`config.mk`:
```
export PLATFORM = sky130hd
export DESIGN_NAME = control_sequencer
export DESIGN_NICKNAME = d
export VERILOG_FILES = /design/src/rtl/control_sequencer.sv
export SDC_FILE = /design/constraint.sdc
export NUM_CORES = 1
export LEC_CHECK = 0
export CORE_MARGIN = 2
export CORE_UTILIZATION = 25
export CTS_CLUSTER_DIAMETER = 120
export CTS_CLUSTER_SIZE = 40
export DETAILED_ROUTE_END_ITERATION = 7
export PLACE_DENSITY = 0.49
export SLEW_MARGIN = 5
export SYNTH_ARGS = -nofsm -noshare
export SYNTH_HDL_FRONTEND = slang
export SYNTH_SLANG_ARGS = --single-unit
```
`constraint.sdc`:
```
create_clock -name clk_i -period 1.9 [get_ports clk_i]
set_input_delay 0.19 -clock clk_i [delete_from_list [all_inputs] [get_ports clk_i]]
set_output_delay 0.19 -clock clk_i [all_outputs]
set_load 0.02 [all_outputs]
```
`src/rtl/control_sequencer.sv`:
```
// Multi-cycle instruction sequencer for the ATtiny20 core.
// Steps IF/ID/EX/MEM/WB, counts MEM cycles (with memory wait-states),
// injects interrupt-entry sequences at instruction boundaries and halts
// permanently when memory stalls for too long.
module control_sequencer #(
    parameter int CNT_WIDTH      = 2,
    parameter int ISR_MEM_CYCLES = 2,
    parameter int MEM_TIMEOUT    = 15,
    parameter int TO_WIDTH       = 4
) (
    input  logic                 clk_i,
    input  logic                 reset_i,
    input  logic                 instr_valid_i,
    input  logic                 stall_req_i,
    input  logic [CNT_WIDTH-1:0] op_mem_cycles_i,
    input  logic                 op_has_wb_i,
    input  logic                 mem_ready_i,
    input  logic                 irq_pending_i,
    output logic [2:0]           state_o,
    output logic [CNT_WIDTH-1:0] cycle_count_o,
    output logic                 mem_req_o,
    output logic                 in_isr_o,
    output logic                 irq_ack_o,
    output logic                 instr_retired_o,
    output logic                 halted_o
);

    typedef enum logic [2:0] {
        S_IF   = 3'd0,
        S_ID   = 3'd1,
        S_EX   = 3'd2,
        S_MEM  = 3'd3,
        S_WB   = 3'd4,
        S_HALT = 3'd5
    } state_e;

    localparam logic [CNT_WIDTH-1:0] ISR_CNT  = CNT_WIDTH'(ISR_MEM_CYCLES);
    localparam logic [TO_WIDTH-1:0]  WAIT_MAX = TO_WIDTH'(MEM_TIMEOUT - 1);

    state_e                 state_q, state_d;
    logic [CNT_WIDTH-1:0]   cnt_q, cnt_d;
    logic [TO_WIDTH-1:0]    wait_q, wait_d;
    logic [CNT_WIDTH-1:0]   mem_cycles_q, mem_cycles_d;
    logic                   has_wb_q, has_wb_d;
    logic                   in_isr_q, in_isr_d;
    logic                   halted_q, halted_d;
    logic                   eoi;
    logic                   retire;
    logic                   ack;

    // Next-state logic: phase sequencing, MEM cycle counting and ISR injection.
    always_comb begin
        // NOTE: every variable gets a default first so no path leaves one unassigned (no latches).
        state_d      = state_q;
        cnt_d        = cnt_q;
        wait_d       = wait_q;
        mem_cycles_d = mem_cycles_q;
        has_wb_d     = has_wb_q;
        in_isr_d     = in_isr_q;
        halted_d     = halted_q;
        eoi          = 1'b0;
        retire       = 1'b0;
        ack          = 1'b0;

        case (state_q)
            S_IF: if (instr_valid_i) state_d = S_ID;
            S_ID: begin
                if (!stall_req_i) begin
                    mem_cycles_d = op_mem_cycles_i;
                    has_wb_d     = op_has_wb_i;
                    state_d      = S_EX;
                end
            end
            S_EX: begin
                if (mem_cycles_q != '0) state_d = S_MEM;
                else if (has_wb_q)      state_d = S_WB;
                else                    eoi     = 1'b1;
            end
            S_MEM: begin
                if (mem_ready_i) begin
                    wait_d = '0;
                    if (cnt_q == mem_cycles_q - CNT_WIDTH'(1)) begin
                        cnt_d = '0;
                        if (has_wb_q) state_d = S_WB;
                        else          eoi     = 1'b1;
                    end else begin
                        cnt_d = cnt_q + CNT_WIDTH'(1);
                    end
                end else begin
                    wait_d = wait_q + TO_WIDTH'(1);
                    if (wait_q == WAIT_MAX) begin
                        state_d  = S_HALT;
                        halted_d = 1'b1;
                    end
                end
            end
            S_WB:   eoi = 1'b1;
            S_HALT: state_d = S_HALT;
            default: state_d = S_IF;
        endcase

        // Instruction boundary: finish an ISR call, or retire and maybe inject one.
        if (eoi) begin
            if (in_isr_q) begin
                in_isr_d = 1'b0;
                state_d  = S_IF;
            end else begin
                retire = 1'b1;
                if (irq_pending_i) begin
                    ack          = 1'b1;
                    in_isr_d     = 1'b1;
                    mem_cycles_d = ISR_CNT;
                    has_wb_d     = 1'b0;
                    state_d      = S_EX;
                end else begin
                    state_d = S_IF;
                end
            end
        end
    end

    // State register with synchronous reset that overrides every event, HALT included.
    always_ff @(posedge clk_i) begin
        // NOTE: sequential state uses non-blocking assignments so all registers update together.
        if (reset_i) begin
            state_q      <= S_IF;
            cnt_q        <= '0;
            wait_q       <= '0;
            mem_cycles_q <= '0;
            has_wb_q     <= 1'b0;
            in_isr_q     <= 1'b0;
            halted_q     <= 1'b0;
        end else begin
            state_q      <= state_d;
            cnt_q        <= cnt_d;
            wait_q       <= wait_d;
            mem_cycles_q <= mem_cycles_d;
            has_wb_q     <= has_wb_d;
            in_isr_q     <= in_isr_d;
            halted_q     <= halted_d;
        end
    end

    assign state_o         = state_q;
    assign cycle_count_o   = cnt_q;
    assign mem_req_o       = (state_q == S_MEM);
    assign in_isr_o        = in_isr_q;
    assign halted_o        = halted_q;
    // Boundary pulses are suppressed while reset is applied.
    assign instr_retired_o = retire & ~reset_i;
    assign irq_ack_o       = ack & ~reset_i;

endmodule
```
# Word-level counts from Yosys, hierarchy flattened
# Cells that the tools add are included.
# W data, S select, Z words.
[word_totals]
reg_bits = 14
output_inout_bits = 10
[op_classes]
mux = 33
n_eq_ne = 12
bitwise = 4
reduce_logical = 5
addsub = 3
[ops]
columns = ["operator", "n"]
rows = [
  ["$mux W3", 8],
  ["$pmux W3 S6", 1],
  ["$mux W2", 8],
  ["$mux W1", 14],
  ["$ne A4 B2 Y1 const B", 2],
  ["$eq A3 B2 Y1 const B", 2],
  ["$eq A3 B3 Y1 const B", 2],
  ["$ne A3 B3 Y1 const B", 2],
  ["$reduce_and A5 Y1", 1],
  ["$add A4 B1 Y4 const B", 1],
  ["$eq A4 B4 Y1 const B", 1],
  ["$mux W4", 1],
  ["$eq A3 B1 Y1 const B", 1],
  ["$logic_not A3 Y1", 1],
  ["$pmux W1 S3", 1],
  ["$reduce_and A3 Y1", 1],
  ["$add A2 B1 Y2 const B", 1],
  ["$and A1 B1 Y1", 2],
  ["$eq A2 B2 Y1", 1],
  ["$ne A2 B2 Y1 const B", 1],
  ["$not A1 Y1", 2],
  ["$reduce_and A2 Y1", 1],
  ["$reduce_bool A2 Y1", 1],
  ["$sub A2 B1 Y2 const B", 1],
]

# Longest topological paths before layout
[depth]
depth_word = 7
depth_mapped = 7
ltp_nobuf = 7

# Least setup slack after synthesis
# No wires, ideal clock.
[synth_path]
kind = "reg2out"
from = "register mem_cycles_q[0]"
to = "output irq_ack_o"
path_slack_ps = -198
arrival_ps = 1908
path_buffers = 0
required_time_ps = 1710
path_stages_with_launch = 8
cell_sequence = "dfxtp_1 -> inv_1 -> ha_1 -> xor2_1 -> nand3b_1 -> o22a_4 -> nor3_2 -> and2_1"
[synth_via]
elab_chain_len = 7
[synth_lines]
columns = ["element", "line", "rtl"]
rows = [
  ["start, declared", "43", "logic [CNT_WIDTH-1:0] mem_cycles_q, mem_cycles_d;"],
  ["start signal, assigned", "137", "mem_cycles_q <= mem_cycles_d;"],
  ["$sub A2 B1 Y2", "82", "if (cnt_q == mem_cycles_q - CNT_WIDTH'(1)) begin"],
  ["$eq A2 B2 Y1", "82", ""],
  ["$mux W1", "82", ""],
  ["$mux W1", "80", "if (mem_ready_i) begin"],
  ["$pmux W1 S3 *", "65", "case (state_q)"],
  ["$mux W1 *", "103", "if (eoi) begin"],
  ["$and A1 B1 Y1 *", "151", "assign irq_ack_o = ack & ~reset_i;"],
  ["end, declared", "23", "output logic irq_ack_o,"],
]
# Mark *: on every way between the ends. The rest lies on a longest branch, timed or not.

# Final worst setup path
# Ends and elaborated chain as after synthesis.

==> flow_summary.yaml <==
status:
  status: "finished, violations left"
  violations: "setup timing"
setup_path:
  crit_chain: "inv_2, ha_4, xor2_2, nand3b_1, o22a_4, nor3_4, and2_4, buf_6"
  cp-startpoint: "mem_cycles_q[0]"
  crit_path_end_kind: "output port"
  slowest_stage: "dfxtp_2"
  required_ps: 1710
  crit_type: "flip-flop to output port"
  path_buf_inv: 2
  start_kind: "flip-flop"
  critical-path-max-stage-delay_ps: 330
  crit_path_max_fanout: 2
  crit_family: "simple AND/OR/NAND/NOR gates"
  arrival_ps: 1740
  r2r_slack_ps: 70
  reg2reg_from: "mem_cycles_q[0]"
sta:
  finalHoldViolCount: 0
  slew_headroom: 0.7413
  finalSetupViolations: 1
  max_freq_ghz: 0.5181
  min_period_over_period: 1.016
  grt_setup_unrepaired: "true"
  worst_pin_slew_ps: 386.0
  fin_crit_ps: 1930
  postLayoutSetupSlackWorst_ps: -30.05
  whs_ps: 478.7
  finClkSkew_ps: 1.911
  slew_viol_final: 0
drt:
  drt_iter0_drc: 70
  wire_per_inst_microns: 11.72
  via_per_inst: 4.490
  drtPass1Iterations: 4
  ant_nets: 0
  drc: 0
  wl_microns: 2321
  routed-via-count: 889
placed_design:
  post-place-ws_ps: -496.0
  numPortBuffers: 18
  hpwl_microns: 1746
  gp_congestion: 0.7790
floorplanning:
  die_w_microns: 64.57
  start_util: 0.2543
  die_h_microns: 64.57
  core_area_sq_um: 3606
  num_io_pins: 19
  die-area_sq_um: 4169
  std_cell_rows: 22
clock_network:
  tritoncts: "built"
  clock_path_buffers: 2
  clk_pin_slew_ps: 60
  postCtsHoldBufs: 0
  h-tree-depth: 1
  clk_latency_ps: 240
  numCtsBuffers: 3
  clock_sinks: 14
  cts_root_buf: "clkbuf_8"
synth:
  syn_avg_cell_area_sq_um: 8.735
  synth.largest_area_cell: "dfxtp_1"
  yosysWarnings: 0
  synth_simple_gate_area_frac: 0.2660
  yosys-top-cells-area: "dfxtp_1 31%, a21oi_1 8.2%, nor2_1 5.3%, ha_1 4.1%, xor2_1 2.9%"
  muxShareOfSynthArea: 0.02183
  synth_xor_area_frac: 0.02865
  synth.distinct_cells: 40
  synth_cells: 105
  ys_seq_area_frac: 0.3056
  synth_top_family_by_area: "simple AND/OR/NAND/NOR gates"
  netlist_area_sq_um: 917.1
  synth-compound-area-share: 0.2606
  synth_nets: 117
  synth_fa_ha_area_frac: 0.04093
  ys_ff_latch: 14
  synth_top_area_frac: 0.3056
finish:
  nets: 163
  drive_above_1_share: 0.4133
  final_common_cell: "buf_4"
  final_cell_mix: "28 x buf_4, 15 x clkdlybuf4s50_1, 13 x nor2_1, 13 x a21oi_1, 11 x dfxtp_1"
  utilization: 0.4025
  antenna_cells: 0
  num-fill-cells: 371
  area_growth_pct: 58.25
global_route:
  grt_pass1_vias: 864
  antenna_found_initial: 0
  track_usage: 0.1166
  grt_max_degree: 14
  grt_overflow: 0
  grt_pass1_wl_microns: 3822
power_and_ir_drop:
  leakagePower_nw: 0.6089
  peakVddDrop_uv: 421.1
  p_per_area_nw_per_um2: 1098
hold_path:
  min_path_type: "flip-flop to flip-flop"
  min_from: "halted_o"
run:
  drv_cap: 0
-- synthesized netlist by cell type --
cell type,number
a2111oi_2,1
a211o_4,1
a21o_2,1
a21oi_1,15
a21oi_2,1
a22oi_1,1
a31o_2,2
a31oi_1,2
a41oi_1,1
and2_1,1
and2b_1,1
buf_6,2
clkbuf_1,1
clkbuf_2,1
clkbuf_8,1
dfxtp_1,14
ha_1,3
inv_1,5
inv_4,1
mux2i_1,2
nand2_1,3
nand3_1,3
nand3b_1,3
nand3b_2,1
nand4b_4,1
nor2_1,13
nor2b_1,1
nor3_1,3
nor3_2,2
nor4_1,1
nor4bb_1,1
o211a_1,1
o21ai_0,4
o22a_4,1
o22ai_1,2
o31ai_1,1
or2b_2,2
or3_4,1
or4bb_1,1
xor2_1,3
-- worst paths after layout --
path	cells past startpoint	to
max	8	irq_ack_o
min	2	halted_o
max reg2reg	9	state_o[1]
min reg2reg	2	halted_o
-- flip-flops by register name, indices dropped and copies added, names as in the netlist --
name,cells
state_o,3
wait_q,4
in_isr_o,1
cycle_count_o,2
mem_cycles_q,2
has_wb_q,1
halted_o,1
-- power breakdown --
group	total, mW	leakage [nW]	switching (mW)	internal (mW)
logic	0.912	0.465	0.428	0.484
registers	0.389	0.115	0.0517	0.338
clock network	0.292	0.0288	0.108	0.184
total	1.59	0.609	0.588	1.01
-- through the flow --
stage                     instance area [sq um]  total power [mW]  std cells  setup TNS (ps)
after CTS                                  1429             1.558        197          -50.73
after global routing                       1451             1.705        198          -305.6
after global placement                     1331             1.207        191          -876.2
after floorplan                           948.4            0.9135        105          -22.25
after detailed placement                   1331             1.212        191           -1024
final                                      1451             1.593        198          -30.05
-- cell families (layout without fill, tap and decap cells) --
family                   Yosys count  after routing
XOR/XNOR                           3              3
AO/OA/AOI/OAI                     34             34
adder cells (fa/ha/maj)            3              3
multiplexers                       2              2
AND/OR/NAND/NOR                   38             38
buffers and inverters             11             56
flip-flops                        14             14
-- layer usage --
metal | wire [microns] | GRT usage
met1 | 1094 | 0.1462
met2 | 1158 | 0.1966
met3 | 68 | 0.03646
met4 | 0 | 0.02394
met5 | 0 | 0
-- layout make-up --
class	instances	area, sq um	share of cell area
flip-flops and latches	14	284.0	0.1957
repair buffers	46	385.4	0.2655
multi-input cells	80	641.9	0.4422
well taps	48	60.06	0.04138
clock buffers	4	55.05	0.03793
inverters	6	25.02	0.01724
-- worst min-delay path, stage by stage (launching register included) --
cell and delay, ps:
dfxtp_1 330, a41oi_1 50, nor2_1 70
-- repair_timing --
item                                    in CTS  in global routing
setup buffers                                2                  1
pin swaps                                    5                  1
endpoints found under the setup margin       4                  9
hold endpoints to repair                     0                  0
resized for setup                           17                  3
Power figures use the tool's default switching activity.
